$ cat config.mk
export PLATFORM = sky130hd
export DESIGN_NAME = comp_tally_flat
export DESIGN_NICKNAME = d
export VERILOG_FILES = /design/src/rtl/comp_tally_if.sv /design/src/rtl/comp_tally.sv /design/src/flat_wrapper.sv
export SDC_FILE = /design/constraint.sdc
export NUM_CORES = 1
export LEC_CHECK = 0
export ABC_AREA = 1
export BUFFER_PORTS_ARGS = -buffer_cell sky130_fd_sc_hd__buf_2
export CAP_MARGIN = 20
export CORE_MARGIN = 2
export CORE_UTILIZATION = 56
export DETAILED_ROUTE_END_ITERATION = 8
export GPL_ROUTABILITY_DRIVEN = 0
export GPL_TIMING_DRIVEN = 0
export PLACE_DENSITY_LB_ADDON = 0.2
export SLEW_MARGIN = 15
export SYNTH_ARGS = -nofsm -noshare
export SYNTH_HDL_FRONTEND = slang
export SYNTH_SLANG_ARGS = --single-unit
export TNS_END_PERCENT = 100
$ cat constraint.sdc
create_clock -name clk -period 2.3 [get_ports clk]
set_input_delay 0.46 -clock clk [delete_from_list [all_inputs] [get_ports clk]]
set_output_delay 0.46 -clock clk [all_outputs]
set_load 0.01 [all_outputs]
$ cat src/rtl/comp_tally_if.sv
// Handshake bundle between the comparator front end and comp_tally.
// Strobed comparator decisions go in; scores and match status come out.
interface comp_tally_if #(
    parameter int CNT_W = 4
);
    logic             start;
    logic             sample;
    logic [1:0]       comp_out;
    logic [CNT_W-1:0] cnt1;
    logic [CNT_W-1:0] cnt2;
    logic [CNT_W-1:0] cnt_tie;
    logic [1:0]       leader;
    logic [1:0]       winner;
    logic             busy;
    logic             done;
    logic             err;

    modport master (
        output start, sample, comp_out,
        input  cnt1, cnt2, cnt_tie,
        input  leader, winner,
        input  busy, done, err
    );

    modport slave (
        input  start, sample, comp_out,
        output cnt1, cnt2, cnt_tie,
        output leader, winner,
        output busy, done, err
    );
endinterface

$ cat src/rtl/comp_tally.sv
// Match-scoring counter behind the magnitude comparator.
// Tallies side wins and ties; first side to WIN_TARGET ends the match.
module comp_tally #(
    parameter int CNT_W      = 4,
    parameter int WIN_TARGET = 7
) (
    input logic         clk,
    input logic         rst,
    comp_tally_if.slave tally
);
    typedef enum logic [1:0] {
        S_IDLE,
        S_ARMED,
        S_DONE
    } state_t;

    localparam logic [CNT_W-1:0] TGT  = CNT_W'(WIN_TARGET);
    localparam logic [CNT_W-1:0] ONE  = CNT_W'(1);
    localparam logic [CNT_W-1:0] MAXV = '1;

    state_t           state_q, state_d;
    logic [CNT_W-1:0] cnt1_q, cnt1_d;
    logic [CNT_W-1:0] cnt2_q, cnt2_d;
    logic [CNT_W-1:0] tie_q, tie_d;
    logic [1:0]       winner_q, winner_d;
    logic             err_q, err_d;

    always_comb begin
        state_d  = state_q;
        cnt1_d   = cnt1_q;
        cnt2_d   = cnt2_q;
        tie_d    = tie_q;
        winner_d = winner_q;
        err_d    = err_q;
        if (tally.start) begin
            state_d  = S_ARMED;
            cnt1_d   = '0;
            cnt2_d   = '0;
            tie_d    = '0;
            winner_d = 2'b00;
            err_d    = 1'b0;
        end else if (state_q == S_ARMED && tally.sample) begin
            unique case (tally.comp_out)
                2'b10: begin
                    cnt1_d = cnt1_q + ONE;
                    // Win is judged on the next-state count.
                    if (cnt1_d == TGT) begin
                        winner_d = 2'b10;
                        state_d  = S_DONE;
                    end
                end
                2'b01: begin
                    cnt2_d = cnt2_q + ONE;
                    if (cnt2_d == TGT) begin
                        winner_d = 2'b01;
                        state_d  = S_DONE;
                    end
                end
                2'b00: begin
                    if (tie_q != MAXV) begin
                        tie_d = tie_q + ONE;
                    end
                end
                2'b11: err_d = 1'b1;
            endcase
        end
    end

    always_ff @(posedge clk or posedge rst) begin
        if (rst) begin
            state_q  <= S_IDLE;
            cnt1_q   <= '0;
            cnt2_q   <= '0;
            tie_q    <= '0;
            winner_q <= 2'b00;
            err_q    <= 1'b0;
        end else begin
            state_q  <= state_d;
            cnt1_q   <= cnt1_d;
            cnt2_q   <= cnt2_d;
            tie_q    <= tie_d;
            winner_q <= winner_d;
            err_q    <= err_d;
        end
    end

    assign tally.cnt1    = cnt1_q;
    assign tally.cnt2    = cnt2_q;
    assign tally.cnt_tie = tie_q;
    assign tally.winner  = winner_q;
    assign tally.err     = err_q;
    assign tally.busy    = (state_q == S_ARMED);
    assign tally.done    = (state_q == S_DONE);
    assign tally.leader  = (cnt1_q > cnt2_q) ? 2'b10 :
                           (cnt2_q > cnt1_q) ? 2'b01 : 2'b00;
endmodule

$ cat src/flat_wrapper.sv
// flat-port wrapper written by rule: the top's interface ports become plain ports
module comp_tally_flat 
#(
    parameter int CNT_W      = 4,
    parameter int WIN_TARGET = 7
)
  (clk, rst, tally_start, tally_sample, tally_comp_out, tally_cnt1, tally_cnt2, tally_cnt_tie, tally_leader, tally_winner, tally_busy, tally_done, tally_err);
  comp_tally_if #(.CNT_W(CNT_W)) tally_i ();
  input logic clk;
  input logic rst;
  input wire logic [$bits(tally_i.start)-1:0] tally_start;
  input wire logic [$bits(tally_i.sample)-1:0] tally_sample;
  input wire logic [$bits(tally_i.comp_out)-1:0] tally_comp_out;
  output wire logic [$bits(tally_i.cnt1)-1:0] tally_cnt1;
  output wire logic [$bits(tally_i.cnt2)-1:0] tally_cnt2;
  output wire logic [$bits(tally_i.cnt_tie)-1:0] tally_cnt_tie;
  output wire logic [$bits(tally_i.leader)-1:0] tally_leader;
  output wire logic [$bits(tally_i.winner)-1:0] tally_winner;
  output wire logic [$bits(tally_i.busy)-1:0] tally_busy;
  output wire logic [$bits(tally_i.done)-1:0] tally_done;
  output wire logic [$bits(tally_i.err)-1:0] tally_err;
  assign tally_i.start = tally_start;
  assign tally_i.sample = tally_sample;
  assign tally_i.comp_out = tally_comp_out;
  assign tally_cnt1 = tally_i.cnt1;
  assign tally_cnt2 = tally_i.cnt2;
  assign tally_cnt_tie = tally_i.cnt_tie;
  assign tally_leader = tally_i.leader;
  assign tally_winner = tally_i.winner;
  assign tally_busy = tally_i.busy;
  assign tally_done = tally_i.done;
  assign tally_err = tally_i.err;
  comp_tally #(.CNT_W(CNT_W), .WIN_TARGET(WIN_TARGET)) u_core (.clk(clk), .rst(rst), .tally(tally_i));
endmodule
==> reports/qor.yml, run 1 <==
outcome: "complete, no violations"
slew_violations: 0
cts.reportedPaths.clkPinSlew_ns: 0.10
final.period_utilization: 0.9132
layout_commonest_cell: "nand2_1"
remaining_drc_errors: 0
path_max_fanout: 6
avgRoutedWirePerCell_um: 11.49
final_nets: 163
yosysSeqAreaShare: 0.4014
whs_ns: 0.2241
critical_path_arrival_ns: 1.64
syn_area_mm2: 0.001060
required_ns: 1.84
ys.flop_type: "dfrtp_1"
fin_util: 0.7068
fin_tns_setup_ns: 0
hold_buffers: 0
crit_type: "reg2out"
ys_types: 29
design.die.area_mm2: 0.002256
crit_top_cell: "inv_1"
powerDensity_mw_per_mm2: 522.2
final_area_mm2: 0.001234
cts.path.max_buffers: 2
start_kind: "register"
intPower_mw: 0.4392
die_h_um: 47.50
fill_cells: 150
clock-sinks: 17
cp-end-kind: "primary output"
num_rows: 15
ios: 25
slowest_stage: "dfrtp_1"
p_sw_mw: 0.2051
slowest_delay_ns: 0.45
first_pass_iters: 4
yosys.area.top_type_share: 0.4014
grtUsageTotal: 0.2122
hp-class: "in2async"
synth.avg_cell_area_um2: 8.831
worst_pin_slew_ns: 0.6300
grt_max_degree: 18
antennaDiodeCount: 0
areaGrowthSynthToFinish_pct: 16.41
cts_setup_buffers: 0
h-tree-depth: 1
synth_top_cell_by_area: "dfrtp_1"
yosys-top-cells-area: "dfrtp_1, ha_1, nand2_1"
synthArstFlopShare: 1.000
io_buffers: 23
vdd_ir_drop_max_mv: 0.4503
power_mw: 0.6443
grt_overflow: 0
clk_latency_ns: 0.30
drt_iter0_drc: 14
cts_tree: "built"
clockRootBuffer: "clkbuf_4"
worstPathCellList: "inv_1, ha_1, inv_1, o21bai_1, a21oi_1, a31oi_1, buf_2"
setup_violations: 0
vias_per_cell: 5.203
grt_first_pass_wirelength_um: 3298
ys_ff_latch: 17
pwr-share-clk: 0.256
reg2reg_slack_ns: 0.91
die_x_um: 47.50
layout_common_cells: "nand2_1, buf_2, inv_1, dfrtp_1, ha_1"
p_comb_frac: 0.215
synth_edf_count: 0
hold_viol_final: 0
pwr-share-seq: 0.529
ant_nets: 0
finalCriticalPeriod_ns: 2.100
syn_nets: 135
syn_inst: 120
cts_inserted_buffers: 3
antenna_found_initial: 0
coreArea_mm2: 0.001745
hpwl_um: 1522
p_leak_nw: 0.6714
routed_wl_um: 1976
rsz0062_at_grt: "no"
synth_warnings: 0
fmax_mhz: 476.1
drive_gt1_frac: 0.2721
relSlewSlack: 0.5796
fin_skew_ns: 0.004119
grt_pass1_vias: 776
power.share.switching: 0.3184
placed_cell_area_mm2: 0.001206
cap_viol_max_count: 0
start_util: 0.6072
cts-resized-gates: 0
vias: 895
cells in the mapped netlist, types with 3 or more instances:
| library cell | instances |
|---|---|
| o22ai_1 | 3 |
| dfrtp_1 | 17 |
| ha_1 | 9 |
| inv_1 | 17 |
| nand2_1 | 24 |
| a21oi_1 | 4 |
| nand3_1 | 7 |
| nor2_1 | 6 |
| o21ai_0 | 6 |
power groups by stage:
stage               registers (mW)  clock network (mW)  logic, mW
finish                       0.341               0.165      0.139
global route                 0.345               0.177      0.156
CTS                          0.341               0.167      0.141
detailed placement           0.346                   0      0.140
global placement             0.345                   0      0.136
floorplan                    0.351                   0     0.0874
stage by stage:
stage | cells | setup WS (ns)
3_5_place_dp | 168 | 0.5171
6_report | 172 | 0.1997
3_3_place_gp | 168 | 0.5451
4_1_cts | 172 | 0.1838
2_1_floorplan | 120 | 0.5209
5_1_grt | 172 | 0.06536
routing by layer:
| metal | vias up | GRT usage | part of all wire |
|---|---|---|---|
| li1 | 450 | - | - |
| met1 | 415 | 0.2891 | 0.46 |
| met2 | 23 | 0.3135 | 0.47 |
| met3 | 7 | 0.04528 | 0.041 |
| met4 | 0 | 0.1167 | 0.030 |
| met5 | - | 0 | 0 |
final cells by class:
| cell class | count | area [µm²] | area share |
|---|---|---|---|
| Clock buffer | 3 | 22.52 | 0.01826 |
| Multi-Input combinational cell | 84 | 556.8 | 0.4513 |
| Tap cell | 25 | 31.28 | 0.02536 |
| Sequential cell | 17 | 425.4 | 0.3448 |
| Timing Repair Buffer | 23 | 115.1 | 0.09331 |
| Buffer | 1 | 7.507 | 0.006085 |
| Inverter | 18 | 70.07 | 0.05680 |
| Clock inverter | 1 | 5.005 | 0.004057 |
cells by family after synthesis:
logic type	after synthesis	synth area share
xor+xnor	4	0.03306
simple gates	50	0.2586
flops	17	0.4014
buf+inv	19	0.07320
fa+ha+maj	9	0.1063
compound gates	21	0.1275
state kept, by name (all words and copies together), names as in the netlist:
register / count
u_core.tally.winner: 2
u_core.tally.cnt_tie: 4
u_core.state_q: 2
u_core.tally.cnt1: 4
u_core.tally.cnt2: 4
u_core.tally.err: 1
critical path: cells and delay by family, from the launching register on:
kind | cells | cell delay, ns
fa+ha+maj | 1 | 0.30
buf+inv | 3 | 0.28
flops | 1 | 0.45
compound gates | 3 | 0.33
final timing paths:
path,start,to,cells after the start
hold / removal,rst,u_core.tally.winner[0],2
setup reg to reg,u_core.tally.cnt1[1],u_core.state_q[1],6
setup / recovery,u_core.tally.cnt2[1],tally_leader[1],7
hold reg to reg,u_core.tally.winner[0],u_core.tally.winner[0],2
max in group asynchronous,rst,u_core.tally.cnt1[0],2
min in group clk,tally_start,u_core.tally.cnt1[2],2
No activity file was read; power rests on OpenSTA's default activity.
==> run 2: changes to the inputs <==
Settings changed: PLACE_DENSITY from default to 0.83, PLACE_DENSITY_LB_ADDON 0.2 to default.
==> run 2 against run 1 <==
  * Routed wire length up 4.7%
  * Critical path depth did not move
  * Highest routed layer unchanged
  * Critical path type unchanged
  * Sequential power is essentially flat
  * Clock skew is 0.0051 ns higher
  * Global-route usage rose by 0.11 points
==> reports/qor.yml, run 2 (synthesis results as in run 1) <==
remaining_drc_errors: 0
grt_pass1_vias: 802
grt_max_degree: 18
grt_overflow: 0
hp-class: "in2async"
antenna_found_initial: 0
cap_viol_max_count: 0
io_buffers: 23
dr_wl_met2_um: 996
drive_gt1_frac: 0.2789
layout_common_cells: "nand2_1, buf_2, inv_1"
vdd_ir_drop_max_mv: 0.4052
layout_commonest_cell: "nand2_1"
ant_nets: 0
fin_tns_setup_ns: 0
final_area_mm2: 0.001235
setup_ws_ns: 0.1867
required_ns: 1.84
post-place-ws_ns: 0.5139
regArea_um2: 426.7
outcome: "complete, no violations"
slew_violations: 0
design.die.area_mm2: 0.002256
coreArea_mm2: 0.001745
hold_buffers: 0
cts_tree: "built"
multiInputGateArea_um2: 556.8
clock-sinks: 17
relSlewSlack: 0.5735
areaGrowthSynthToFinish_pct: 16.53
critical_path_arrival_ns: 1.65
ios: 25
grtUsageTotal: 0.2133
worst_pin_slew_ns: 0.6390
powerDensity_mw_per_mm2: 520.9
antennaDiodeCount: 0
setup_violations: 0
cts.reportedPaths.clkPinSlew_ns: 0.10
rsz0062_at_grt: "no"
routed_wl_um: 2068
num_rows: 15
final.period_utilization: 0.9188
placed_cell_area_mm2: 0.001206
p_leak_nw: 0.6698
cp-end-kind: "primary output"
grt_first_pass_wirelength_um: 3298
cts.path.max_buffers: 2
dr_wl_met3_um: 65
clockRootBuffer: "clkbuf_4"
cts_inserted_buffers: 3
whs_ns: 0.2224
drt_iter0_drc: 25
h-tree-depth: 1
final_nets: 163
vias_per_cell: 5.145
routed.top_layer: "met4"
finalCriticalPeriod_ns: 2.113
die_x_um: 47.50
vias: 885
clk_latency_ns: 0.30
fmax_mhz: 473.2
crit_type: "reg2out"
start_kind: "register"
start_util: 0.6072
avgRoutedWirePerCell_um: 12.02
hold_viol_final: 0
routedLengthMet1_um: 934
first_pass_iters: 4
power_mw: 0.6433
path_max_fanout: 6
die_h_um: 47.50
fin_skew_ns: 0.009236
fill_cells: 138
hpwl_um: 1582
run 2: changes by cell type in the layout (fill, tap and decap cells not counted):
cell and delta:
dfrtp_1 -1, dfrtp_2 +1
run 2: worst paths after layout:
kind | startpoint | slack [ns] | end | depth (start not counted)
setup / recovery | u_core.tally.cnt2[1] | 0.19 | tally_leader[1] | 7
hold / removal | rst | 0.22 | u_core.state_q[0] | 2
setup reg to reg | u_core.tally.cnt2[0] | 0.88 | u_core.tally.winner[0] | 11
hold reg to reg | u_core.tally.winner[0] | 0.52 | u_core.tally.winner[0] | 2
max in group asynchronous | rst | 1.62 | u_core.tally.cnt2[1] | 2
min in group clk | tally_start | 0.40 | u_core.tally.cnt1[2] | 2
run 2: what timing repair did:
action | in CTS | in global routing
setup endpoints to repair | 0 | 1
endpoints found under the hold margin | 0 | 0
setup buffers | 0 | 0
gates resized for setup | 0 | 1
run 2: routing by layer:
| layer | GRT usage | vias to the layer above |
|---|---|---|
| li1 | - | 453 |
| met1 | 0.2635 | 401 |
| met2 | 0.3432 | 22 |
| met3 | 0.04528 | 9 |
| met4 | 0.1222 | 0 |
| met5 | 0 | - |
run 2: report_power, final:
group	total (mW)	internal [mW]	switching, mW
registers	0.341	0.318	0.0223
logic	0.140	0.0570	0.0825
clock network	0.163	0.0649	0.0983
run 2: layout make-up:
| type | count | area share |
|---|---|---|
| clock buffer | 3 | 0.01824 |
| tap | 25 | 0.02533 |
| timing repair buffer | 23 | 0.09321 |
| inverter | 18 | 0.05674 |
| clock inverter | 1 | 0.004053 |
| sequential | 17 | 0.3455 |
| buffer | 1 | 0.006079 |
| multi-input combinational | 84 | 0.4509 |
run 2: through the flow:
step,instances,utilization
after detailed placement,168,0.6910
final,172,0.7075
after CTS,172,0.7068
after floorplan,120,-
after global routing,172,0.7075
after global placement,168,0.6910
run 2: critical path: stages (launching register included):
cell and delay, ns:
dfrtp_2 0.42, inv_1 0.08, ha_1 0.30, inv_1 0.04, o21bai_1 0.13, a21oi_1 0.10
a31oi_1 0.14, buf_2 0.15
==> run 3: changes to the inputs <==
==> constraint.sdc (replaced) <==
create_clock -name clk -period 2.3 [get_ports clk]
set_input_delay 0.46 -clock clk [delete_from_list [all_inputs] [get_ports clk]]
set_output_delay 0.46 -clock clk [all_outputs]
set_load 0.005 [all_outputs]
==> run 3 against run 2 <==
  * First-iteration DRC count down 16%
  * Maximum frequency down 1.3%
  * Final area down 0.10%
  * Combinational power down 8%
  * Final cell count unchanged
  * Global-route usage unchanged
  * Sequential share of layout area down 0.066 points
  * Highest routed layer unchanged
  * Register-to-register slack about the same
  * Power down 1.7%
  * Non-clock buffer count unchanged
  * Clock power about the same
  * Hold slack better by 0.0041 ns
==> reports/qor.yml, run 3 (synthesis results as in run 1) <==
final_nets: 163
hpwl_um: 1582
vias: 878
first_pass_iters: 4
drive_gt1_frac: 0.2721
grtUsageTotal: 0.2133
finalCriticalPeriod_ns: 2.141
ant_nets: 0
critical_path_arrival_ns: 1.68
grt_first_pass_wirelength_um: 3298
vias_per_cell: 5.105
drt_iter0_drc: 21
fin_skew_ns: 0.009873
setup_ws_ns: 0.1592
hold_buffers: 0
die_h_um: 47.50
cts-resized-gates: 0
crit_type: "reg2out"
grt_overflow: 0
cts_tree: "built"
final.period_utilization: 0.9308
reg2reg_depth: 11
start_util: 0.6072
reg2reg_slack_ns: 0.89
h-tree-depth: 1
whs_ns: 0.2265
avgRoutedWirePerCell_um: 11.91
cts.path.max_buffers: 2
areaGrowthSynthToFinish_pct: 16.41
timing.rr.end: "u_core.tally.winner[0]"
clk_latency_ns: 0.30
remaining_drc_errors: 0
routed_wl_um: 2048
reg2reg_from: "u_core.tally.cnt2[0]"
vdd_ir_drop_max_mv: 0.3977
cts_inserted_buffers: 3
setup_violations: 0
rsz0062_at_grt: "no"
antennaDiodeCount: 0
design.die.area_mm2: 0.002256
die_x_um: 47.50
ios: 25
relSlewSlack: 0.5676
path_max_fanout: 6
fin_tns_setup_ns: 0
p_leak_nw: 0.6714
layout_common_cells: "nand2_1, buf_2, inv_1, dfrtp_1, ha_1"
cp-end-kind: "primary output"
start_kind: "register"
layout_commonest_cell: "nand2_1"
grt_max_degree: 18
clock-sinks: 17
required_ns: 1.84
cts.reportedPaths.clkPinSlew_ns: 0.10
grt_pass1_vias: 802
clockRootBuffer: "clkbuf_4"
fmax_mhz: 467.1
post-place-ws_ns: 0.5317
fill_cells: 136
io_buffers: 23
hold_viol_final: 0
slew_violations: 0
antenna_found_initial: 0
coreArea_mm2: 0.001745
cts_setup_buffers: 0
powerDensity_mw_per_mm2: 512.4
worst_pin_slew_ns: 0.6479
num_rows: 15
hp-class: "in2async"
cap_viol_max_count: 0
outcome: "complete, no violations"
## run 3: cell counts in the layout (fill, tap and decap cells not counted)
Identical to the previous run, type by type.
## run 3: where the power goes
| part | switching [mW] | internal [mW] |
|---|---|---|
| clock | 0.0978 | 0.0649 |
| sequential | 0.0224 | 0.318 |
| combinational | 0.0726 | 0.0565 |
## run 3: worst max path at each step
| stage | start | end | slack [ns] | depth (start not counted) |
|---|---|---|---|---|
| 2_1_floorplan | u_core.tally.cnt2[1] | tally_leader[1] | 0.67 | 6 |
| 3_3_place_gp | u_core.tally.cnt2[1] | tally_leader[1] | 0.55 | 7 |
| 3_5_place_dp | u_core.tally.cnt2[1] | tally_leader[1] | 0.53 | 7 |
| 4_1_cts | u_core.tally.cnt2[1] | tally_leader[1] | 0.18 | 7 |
| 5_1_grt | u_core.tally.cnt2[1] | tally_leader[1] | 0.002 | 7 |
| 6_report | u_core.tally.cnt2[1] | tally_leader[1] | 0.16 | 7 |
## run 3: per-layer routing
layer  vias to the layer above  track usage  part of all wire  wire length [µm]
met4                         0       0.1222             0.030                61
met2                        22       0.3432              0.48               985
met5                         -            0                 0                 0
met1                       396       0.2635              0.46               935
met3                         7      0.04528             0.032                66
li1                        453            -                 -                 -
## run 3: final cells by class
type	count	area (µm²)	area share
buffer	1	7.507	0.006085
clock buffer	3	22.52	0.01826
clock inverter	1	5.005	0.004057
inverter	18	70.07	0.05680
multi-input combinational	84	556.8	0.4513
sequential	17	425.4	0.3448
tap	25	31.28	0.02536
timing repair buffer	23	115.1	0.09331
## run 3: per-stage QoR
| step | instance area (µm²) | cells | util | total power, mW |
|---|---|---|---|---|
| final | 1234 | 172 | 0.7068 | 0.6322 |
| after global routing | 1234 | 172 | 0.7068 | 0.6745 |
| after CTS | 1234 | 172 | 0.7068 | 0.6379 |
| after detailed placement | 1206 | 168 | 0.6910 | 0.4768 |
| after global placement | 1206 | 168 | 0.6910 | 0.4711 |
| after floorplan | 1060 | 120 | - | 0.4289 |
## run 3: worst max-delay path, stage by stage, from the launching register on
cell and delay, ns:
dfrtp_1 0.45, inv_1 0.10, ha_1 0.31, inv_1 0.04
o21bai_1 0.13, a21oi_1 0.10, a31oi_1 0.14, buf_2 0.13
